`config.mk`:
```
export PLATFORM = sky130hd
export DESIGN_NAME = seg_scan_ctrl
export DESIGN_NICKNAME = d
export VERILOG_FILES = /design/src/rtl/seg_pkg.sv /design/src/rtl/seg_decode.sv /design/src/rtl/seg_scan_ctrl.sv
export SDC_FILE = /design/constraint.sdc
export NUM_CORES = 1
export LEC_CHECK = 0
export ABC_AREA = 1
export CAP_MARGIN = 10
export CORE_ASPECT_RATIO = 0.6
export CORE_MARGIN = 2
export CORE_UTILIZATION = 60
export DETAILED_ROUTE_END_ITERATION = 8
export DONT_BUFFER_PORTS = 1
export PLACE_DENSITY = 0.76
export SLEW_MARGIN = 20
export SYNTH_ARGS = -nofsm -noshare
export SYNTH_HDL_FRONTEND = slang
export SYNTH_SLANG_ARGS = --single-unit
```
`constraint.sdc`:
```
create_clock -name clk -period 4.8 [get_ports clk]
set_input_delay 0.72 -clock clk [delete_from_list [all_inputs] [get_ports clk]]
set_output_delay 0.72 -clock clk [all_outputs]
set_load 0.1 [all_outputs]
```
`src/rtl/seg_pkg.sv`:
```
// Shared constants for the seven-segment scan controller: blanking codes,
// digit count, slot states and the active-low hex segment table.
package seg_pkg;

  localparam int NDIG = 8;
  localparam int DW   = $clog2(NDIG);

  localparam logic [7:0] SEG_OFF = 8'hFF;
  localparam logic [7:0] AN_OFF  = 8'hFF;

  typedef enum logic {
    SLOT_BLANK = 1'b0,
    SLOT_SHOW  = 1'b1
  } slot_e;

  // Active-low {g,f,e,d,c,b,a}; entry n is the glyph for hex digit n.
  localparam logic [6:0] HEX_SEG [16] = '{
    7'h40, 7'h79, 7'h24, 7'h30, 7'h19, 7'h12, 7'h02, 7'h78,
    7'h00, 7'h10, 7'h08, 7'h03, 7'h46, 7'h21, 7'h06, 7'h0E
  };

endpackage

```
`src/rtl/seg_decode.sv`:
```
// Combinational hex nibble to active-low seven-segment decoder.
module seg_decode
  import seg_pkg::*;
(
  input  logic [3:0] nib_i,
  output logic [6:0] seg_o
);

  assign seg_o = HEX_SEG[nib_i];

endmodule

```
`src/rtl/seg_scan_ctrl.sv`:
```
// Eight-digit multiplexed seven-segment scan controller with a pending
// buffer that is promoted to the displayed set only at frame boundaries.
module seg_scan_ctrl
  import seg_pkg::*;
#(
  parameter int REFRESH_DIV = 100000,
  parameter int BLANK_CYC   = 1000
)(
  input  logic        clk,
  input  logic        rst,
  input  logic        LD,
  input  logic [31:0] DATA,
  input  logic [7:0]  EN,
  input  logic [7:0]  DP,
  output logic [7:0]  AN,
  output logic [7:0]  Ca,
  output logic        PEND,
  output logic        FRAME
);

  localparam int            CW        = $clog2(REFRESH_DIV);
  localparam logic [CW-1:0] CNT_MAX   = CW'(REFRESH_DIV - 1);
  localparam logic [CW-1:0] BLANK_END = CW'(BLANK_CYC);
  localparam logic [DW-1:0] DIG_MAX   = DW'(NDIG - 1);

  logic [CW-1:0] cnt_q, cnt_d;
  logic [DW-1:0] dig_q, dig_d;
  logic [31:0]   pdata_q, pdata_d, sdata_q, sdata_d;
  logic [7:0]    pen_q, pen_d, pdp_q, pdp_d;
  logic [7:0]    sen_q, sen_d, sdp_q, sdp_d;
  logic          pend_q, pend_d;
  logic [7:0]    an_q, an_d, ca_q, ca_d;
  logic          frame_q, frame_d;

  logic          wrap_s;
  logic [3:0]    nib_s;
  logic [6:0]    seg_s;
  slot_e         slot_s;

  assign wrap_s = (dig_q == DIG_MAX) && (cnt_q == CNT_MAX);
  assign nib_s  = sdata_q[{dig_q, 2'b00} +: 4];
  assign slot_s = (cnt_q < BLANK_END) ? SLOT_BLANK : SLOT_SHOW;

  seg_decode u_decode (
    .nib_i (nib_s),
    .seg_o (seg_s)
  );

  // Slot counter and digit index
  always_comb begin
    cnt_d = cnt_q + CW'(1);
    dig_d = dig_q;
    if (cnt_q == CNT_MAX) begin
      cnt_d = '0;
      dig_d = dig_q + DW'(1);
    end else begin
      cnt_d = cnt_q + CW'(1);
    end
  end

  // Double buffer: shadow takes the old pending set at W before LD can overwrite it
  always_comb begin
    pdata_d = pdata_q;
    pen_d   = pen_q;
    pdp_d   = pdp_q;
    pend_d  = pend_q;
    sdata_d = sdata_q;
    sen_d   = sen_q;
    sdp_d   = sdp_q;
    if (wrap_s && pend_q) begin
      sdata_d = pdata_q;
      sen_d   = pen_q;
      sdp_d   = pdp_q;
    end else begin
      sdata_d = sdata_q;
    end
    if (LD) begin
      pdata_d = DATA;
      pen_d   = EN;
      pdp_d   = DP;
      pend_d  = 1'b1;
    end else if (wrap_s) begin
      pend_d  = 1'b0;
    end else begin
      pend_d  = pend_q;
    end
  end

  // Anode/cathode drive for the current slot, registered below
  always_comb begin
    an_d    = AN_OFF;
    ca_d    = SEG_OFF;
    frame_d = wrap_s;
    case (slot_s)
      SLOT_SHOW: begin
        if (sen_q[dig_q]) begin
          an_d = ~(8'd1 << dig_q);
          ca_d = {~sdp_q[dig_q], seg_s};
        end else begin
          an_d = AN_OFF;
          ca_d = SEG_OFF;
        end
      end
      SLOT_BLANK: begin
        an_d = AN_OFF;
        ca_d = SEG_OFF;
      end
      default: begin
        an_d = AN_OFF;
        ca_d = SEG_OFF;
      end
    endcase
  end

  // State and output registers
  always_ff @(posedge clk or posedge rst) begin
    if (rst) begin
      cnt_q   <= '0;
      dig_q   <= '0;
      pdata_q <= 32'h0;
      pen_q   <= 8'h00;
      pdp_q   <= 8'h00;
      pend_q  <= 1'b0;
      sdata_q <= 32'h0;
      sen_q   <= 8'h00;
      sdp_q   <= 8'h00;
      an_q    <= AN_OFF;
      ca_q    <= SEG_OFF;
      frame_q <= 1'b0;
    end else begin
      cnt_q   <= cnt_d;
      dig_q   <= dig_d;
      pdata_q <= pdata_d;
      pen_q   <= pen_d;
      pdp_q   <= pdp_d;
      pend_q  <= pend_d;
      sdata_q <= sdata_d;
      sen_q   <= sen_d;
      sdp_q   <= sdp_d;
      an_q    <= an_d;
      ca_q    <= ca_d;
      frame_q <= frame_d;
    end
  end

  assign AN    = an_q;
  assign Ca    = ca_q;
  assign PEND  = pend_q;
  assign FRAME = frame_q;

endmodule
```
==> implementation parameters, run 1 <==
Parameter                              Value

Worst setup path
  Path type of the worst setup path    register to register
  Biggest fanout along the worst timing path    28
  CP Data Required Time    5.12 ns
  Cell count of the worst reg-to-reg path    10
  Startpoint type of the worst setup path    register
  Setup crit end kind    register
  Worst Path Arrival    3.00 ns

Timing
  Fin Setup TNS    0 ns
  Final slew viol count    0
  Hold violation total from the final report    0
  Highest achievable clock rate    373 MHz
  Final clock period utilization by the worst path    55.8%
  Unrepaired setup endpoints after global routing    false
  Endpoints failing setup    0
  Final setup skew    0.00772 ns
  Final critical delay including setup and external delays    2.68 ns
  Worst slew margin relative to its limit    42.3%
  Actual slew at the worst max-slew pin    0.866 ns

Floorplan
  Die ar.    0.0109 sq mm
  Initial Utilization    61.2%
  Y dimension of the die    81.5 microns
  Number of top-level design ports    69
  Die W    133 microns
  Site Rows    28
  Standard cell core area    0.00981 sq mm

Synthesis
  Async set-or-reset flop fraction in the synthesized netlist    100%
  Register bit count reported by yosys    134
  Post-synthesis net count    779
  Mean instance size in the synthesized netlist    8.40 sq um
  Number of standard cells after synthesis    715
  Netlist Area Pre-Place    0.00601 sq mm
  Register area share after synthesis    56.2%
  Post-synthesis cell type count    30
  Most common flop cell mapped by yosys    sky130_fd_sc_hd__dfrtp_1
  Number of enable-type register cells in the synthesized netlist    0
  Total of warnings raised by yosys    0

Finish
  Fraction of final layout cells sized beyond drive strength 1    8.48%
  Highest-count cells in the layout ignoring fill and taps    sky130_fd_sc_hd__nand2_1 (232), sky130_fd_sc_hd__dfrtp_1 (117), sky130_fd_sc_hd__inv_1 (89)
  Nets    770
  Most common cell after layout, fill and taps aside    sky130_fd_sc_hd__nand2_1
  Final Util    67.8%
  Antenna diodes    0
  Synthesis-to-layout area growth    10.7%

Clock tree
  Register clock-pin slew on the reported worst setup and hold paths    0.05 ns
  Number of gates resized after cts    0
  Clock network latency to the later pin of the worst-skew pair    0.41 ns
  Clk Tree Root Cell    sky130_fd_sc_hd__clkbuf_16
  Inserted Clock Buffers    17
  CTS tree    built
  Deepest level of the CTS H-tree    4
  Number of buffers added for setup after CTS    0
  Sink Count    134
  Clk buf depth    2
  Hold Buf Count CTS    0

Global route
  Grt total ovfl    0
  Vias in the first global route    4290
  Initial antenna violation count    0
  Gr usage total    25.2%
  Maximum number of pins on one net before global-route repair    90
  First-pass GRT wire length    21200 microns

Status
  Result of the run    finished clean

Routing
  Wire length per cell    14.7 microns
  Via density per instance    5.37
  Residual DRC count    0
  First-pass iteration count of the detailed router    5
  Detail Route Antenna Nets    0
  Initial detailed-routing violation count    433
  Detailed Route WL    12500 microns
  Via Count    4586

Power and ir drop
  Total power of the final layout    2560 uW
  Static Leakage    0.00333 uW
  Ratio of total power to cell area    385 mW/mm^2
  Peak ir drop on the vdd network    314 uV

Placement
  Hpwl dp    8460 microns
  Routability Congestion    0.933
  Input/output buffers    0

Hold path
  Tightest Hold Check Type    input port to async pin

Flow run
  Max-cap viol count    0
path summary, 6_finish.rpt:
check / to / startpoint / slack [ns]
worst max-delay path: Ca[0] / dig_q[0] / 2.12
worst min-delay path: sdata_q[7] / rst / 0.25
worst max register to register: Ca[0] / dig_q[0] / 2.12
worst min register to register: cnt_q[0] / cnt_q[0] / 0.47
max in group asynchronous: PEND / rst / 3.56
min in group clk: pdata_q[15] / LD / 0.41
cells by family after synthesis:
family | after synthesis | share of synthesized area [%]
compound gates | 115 | 10.0
xor+xnor | 2 | 0.292
fa+ha+maj | 13 | 2.71
buf+inv | 123 | 8.23
flops | 134 | 56.2
simple gates | 328 | 22.6
stage by stage:
stage	cell area [sq um]	hold WS [ns]	worst slack (ns)	std cells
after floorplan	6010	0.433	0.524	715
after global placement	6050	0.450	2.28	822
after detailed placement	6050	0.460	2.18	822
after CTS	6650	0.256	2.15	854
after global routing	6650	0.292	1.85	854
final	6650	0.248	2.12	854
cells in the mapped netlist (3+ instances only):
| master | n | area [sq um] |
|---|---|---|
| sky130_fd_sc_hd__o211ai_1 | 3 | 22.5 |
| sky130_fd_sc_hd__dfrtp_1 | 118 | 2950 |
| sky130_fd_sc_hd__nand3_1 | 46 | 230 |
| sky130_fd_sc_hd__a21oi_1 | 8 | 40.0 |
| sky130_fd_sc_hd__o21bai_1 | 3 | 22.5 |
| sky130_fd_sc_hd__inv_1 | 90 | 338 |
| sky130_fd_sc_hd__buf_6 | 3 | 33.8 |
| sky130_fd_sc_hd__buf_2 | 8 | 40.0 |
| sky130_fd_sc_hd__o21ai_1 | 30 | 150 |
| sky130_fd_sc_hd__o22ai_1 | 3 | 18.8 |
| sky130_fd_sc_hd__nor3_1 | 4 | 20.0 |
| sky130_fd_sc_hd__nand4_1 | 7 | 43.8 |
| sky130_fd_sc_hd__ha_1 | 13 | 163 |
| sky130_fd_sc_hd__nor2_1 | 32 | 120 |
| sky130_fd_sc_hd__dfstp_2 | 16 | 420 |
| sky130_fd_sc_hd__nand2_1 | 232 | 871 |
| sky130_fd_sc_hd__clkbuf_1 | 18 | 67.6 |
| sky130_fd_sc_hd__o21ai_0 | 66 | 330 |
worst max-delay path, cell delays in order (launching register included):
cell and delay [ns]:
sky130_fd_sc_hd__dfrtp_1 0.90, sky130_fd_sc_hd__inv_2 0.40, sky130_fd_sc_hd__nand2_1 0.17, sky130_fd_sc_hd__nand3_1 0.11
sky130_fd_sc_hd__nand3_1 0.10, sky130_fd_sc_hd__nand2_1 0.18, sky130_fd_sc_hd__ha_1 0.28, sky130_fd_sc_hd__inv_1 0.10
sky130_fd_sc_hd__nand3_1 0.12, sky130_fd_sc_hd__nand3_1 0.13, sky130_fd_sc_hd__nand3_1 0.09
cell type report:
class | count | area, sq um
Timing Repair Buffer | 2 | 15.0
Clock buffer | 19 | 443
Tap cell | 135 | 169
Fill cell | 807 | 3160
Multi-Input combinational cell | 458 | 2140
Inverter | 93 | 352
Sequential cell | 134 | 3370
Clock inverter | 13 | 155
state kept, by name (all words and copies together) (netlist names):
register	cells
AN	8
Ca	8
FRAME	1
PEND	1
cnt_q	17
dig_q	3
pdata_q	32
pdp_q	8
pen_q	8
sdata_q	32
sdp_q	8
sen_q	8
layer usage:
| metal | wire, microns | GRT usage, % | up-vias | part of all wire [%] |
|---|---|---|---|---|
| li1 | - | - | 2226 | - |
| met1 | 6180 | 37.5 | 2158 | 49 |
| met2 | 5300 | 38.1 | 183 | 42 |
| met3 | 897 | 5.37 | 19 | 7.2 |
| met4 | 166 | 6.70 | 0 | 1.3 |
| met5 | 0 | 0 | - | 0 |
power by group:
part | internal, uW | leakage (uW) | total (uW) | switching [uW]
Sequential | 1170 | 0.00171 | 1180 | 11.3
Clock | 827 | 0.000289 | 1310 | 480
Combinational | 18.3 | 0.00133 | 72.5 | 54.2
(Power assumes the default switching activity.)
==> inputs of run 2 (changes only) <==
==> constraint.sdc (replaced) <==
create_clock -name clk -period 2.8 [get_ports clk]
set_input_delay 0.42 -clock clk [delete_from_list [all_inputs] [get_ports clk]]
set_output_delay 0.42 -clock clk [all_outputs]
set_load 0.1 [all_outputs]
==> run 2 against run 1 <==
  * Register-to-register slack got worse by 1.8 ns
  * Clock power rose by 78%
  * Global-route usage rose by 0.99 points
  * Core utilization rose by 0.52 points
  * Sequential cell count did not move
  * Sequential share of layout area fell by 0.41 points
  * Critical endpoint unchanged
  * Count of clock-buffer cells in the layout did not move
  * Cell area rose by 0.77%
  * Setup slack got worse by 1.8 ns
  * Final cell count rose by 0.23%
  * Sequential power rose by 71%
==> implementation parameters, run 2 (same netlist as run 1, synthesis figures left out) <==
Parameter                              Value

Timing
  Hold violation total from the final report    0
  Final clock period utilization by the worst path    88.8%
  Final critical delay including setup and external delays    2.49 ns
  Highest achievable clock rate    402 MHz
  Final setup skew    0.00766 ns
  Worst Setup Slack, final    0.314 ns
  Endpoints failing setup    0
  Fin Setup TNS    0 ns
  Final slew viol count    0
  Worst slew margin relative to its limit    41.8%
  Actual slew at the worst max-slew pin    0.874 ns
  Unrepaired setup endpoints after global routing    false

Routing
  Wire length per cell    15.0 microns
  Initial detailed-routing violation count    400
  First-pass iteration count of the detailed router    5
  Detailed Route WL    12800 microns
  Via density per instance    5.38
  Via Count    4602
  Detail Route Antenna Nets    0
  Residual DRC count    0

Worst setup path
  Worst Path Arrival    2.80 ns
  Path type of the worst setup path    register to register
  RR Endpoint    Ca[0]
  Top cell family by delay on the critical path    buffers and inverters
  CP max-delay cell    sky130_fd_sc_hd__dfrtp_1
  Cell count of the worst reg-to-reg path    8
  CP Data Required Time    3.11 ns
  Internal reg-to-reg setup slack    0.31 ns
  Crit path buf inv count    2
  Startpoint type of the worst setup path    register
  Max stage delay on crit path    0.57 ns
  Worst path cell trace    inv_1, o21ai_0, o21ai_0, nand2_1, nand2_1, nand2_1, inv_1, nand3_1
  Origin of the critical flop-to-flop path    dig_q[1]
  CP most frequent cell    sky130_fd_sc_hd__nand2_1
  Biggest fanout along the worst timing path    15
  Setup crit end kind    register

Global route
  Maximum number of pins on one net before global-route repair    135
  Grt total ovfl    0
  Gr usage total    26.2%
  Vias in the first global route    4380
  First-pass GRT wire length    21800 microns
  Initial antenna violation count    0

Power and ir drop
  Peak ir drop on the vdd network    499 uV
  Ratio of total power to cell area    669 mW/mm^2
  Static Leakage    0.00334 uW
  Total power of the final layout    4480 uW

Clock tree
  Sink Count    134
  Clk buf depth    2
  CTS tree    built
  Number of buffers added for setup after CTS    0
  Inserted Clock Buffers    17
  Deepest level of the CTS H-tree    4
  Clk Tree Root Cell    sky130_fd_sc_hd__clkbuf_16
  Hold Buf Count CTS    0
  Number of gates resized after cts    0
  Register clock-pin slew on the reported worst setup and hold paths    0.06 ns
  Clock network latency to the later pin of the worst-skew pair    0.41 ns

Placement
  Hpwl dp    8440 microns
  Post-Place Worst Slack    0.422 ns
  Input/output buffers    0
  Routability Congestion    0.900

Finish
  Highest-count cells in the layout ignoring fill and taps    sky130_fd_sc_hd__nand2_1 (232), sky130_fd_sc_hd__dfrtp_1 (118), sky130_fd_sc_hd__inv_1 (89)
  Biggest registers after layout    pdata_q: 32 flops, sdata_q: 32 flops, cnt_q: 17 flops
  Nets    772
  Most common cell after layout, fill and taps aside    sky130_fd_sc_hd__nand2_1
  Synthesis-to-layout area growth    11.5%
  Final Util    68.3%
  Fraction of final layout cells sized beyond drive strength 1    8.60%
  Antenna diodes    0

Floorplan
  Initial Utilization    61.2%
  Number of top-level design ports    69
  Y dimension of the die    81.5 microns
  Site Rows    28
  Standard cell core area    0.00981 sq mm
  Die ar.    0.0109 sq mm
  Die W    133 microns

Status
  Result of the run    finished clean

Hold path
  Tightest Hold Check Type    input port to async pin

Flow run
  Max-cap viol count    0
run 2: how the worst max path moves through the flow:
stage                   from    end  slack [ns]  cells after the start
floorplan                rst  FRAME        0.73                      1
global placement    dig_q[1]  AN[7]        0.51                      8
detailed placement  dig_q[1]  AN[7]        0.42                      8
CTS                 dig_q[1]  Ca[0]        0.37                      8
global route        dig_q[1]  Ca[0]        0.09                      8
finish              dig_q[1]  Ca[0]        0.31                      8
run 2: area by class of cell:
cell class | instances | area [sq um]
flip-flops and latches | 134 | 3370
clock buffers | 19 | 443
multi-input cells | 458 | 2140
repair buffers | 4 | 42.5
inverters | 93 | 353
fillers | 784 | 3110
well taps | 135 | 169
clock inverters | 13 | 179
run 2: worst register-to-register path, delay by kind of cell (launching register included):
| kind | cells | cell delay [ns] |
|---|---|---|
| simple gates | 4 | 0.45 |
| flops | 1 | 0.57 |
| compound gates | 2 | 0.64 |
| buf+inv | 2 | 0.72 |
run 2: per-layer routing:
layer,track usage [%],vias up,part of all wire [%]
met4,8.09,0,1.3
met1,37.8,2167,47
met2,39.5,176,44
li1,-,2239,-
met3,6.91,20,7.5
met5,0,-,0
run 2: power breakdown:
part           leakage, uW  switching (uW)  internal (uW)  total (uW)
clock network     0.000295             822           1510        2330
logic              0.00134            94.2           32.5         127
registers          0.00171            22.0           2000        2020
run 2: per-stage QoR:
| step | cell area, sq um | instances | hold WS (ns) |
|---|---|---|---|
| floorplan | 6010 | 715 | 0.433 |
| global placement | 6080 | 824 | 0.451 |
| detailed placement | 6080 | 824 | 0.454 |
| CTS | 6700 | 856 | 0.107 |
| global route | 6700 | 856 | 0.106 |
| finish | 6700 | 856 | 0.0589 |
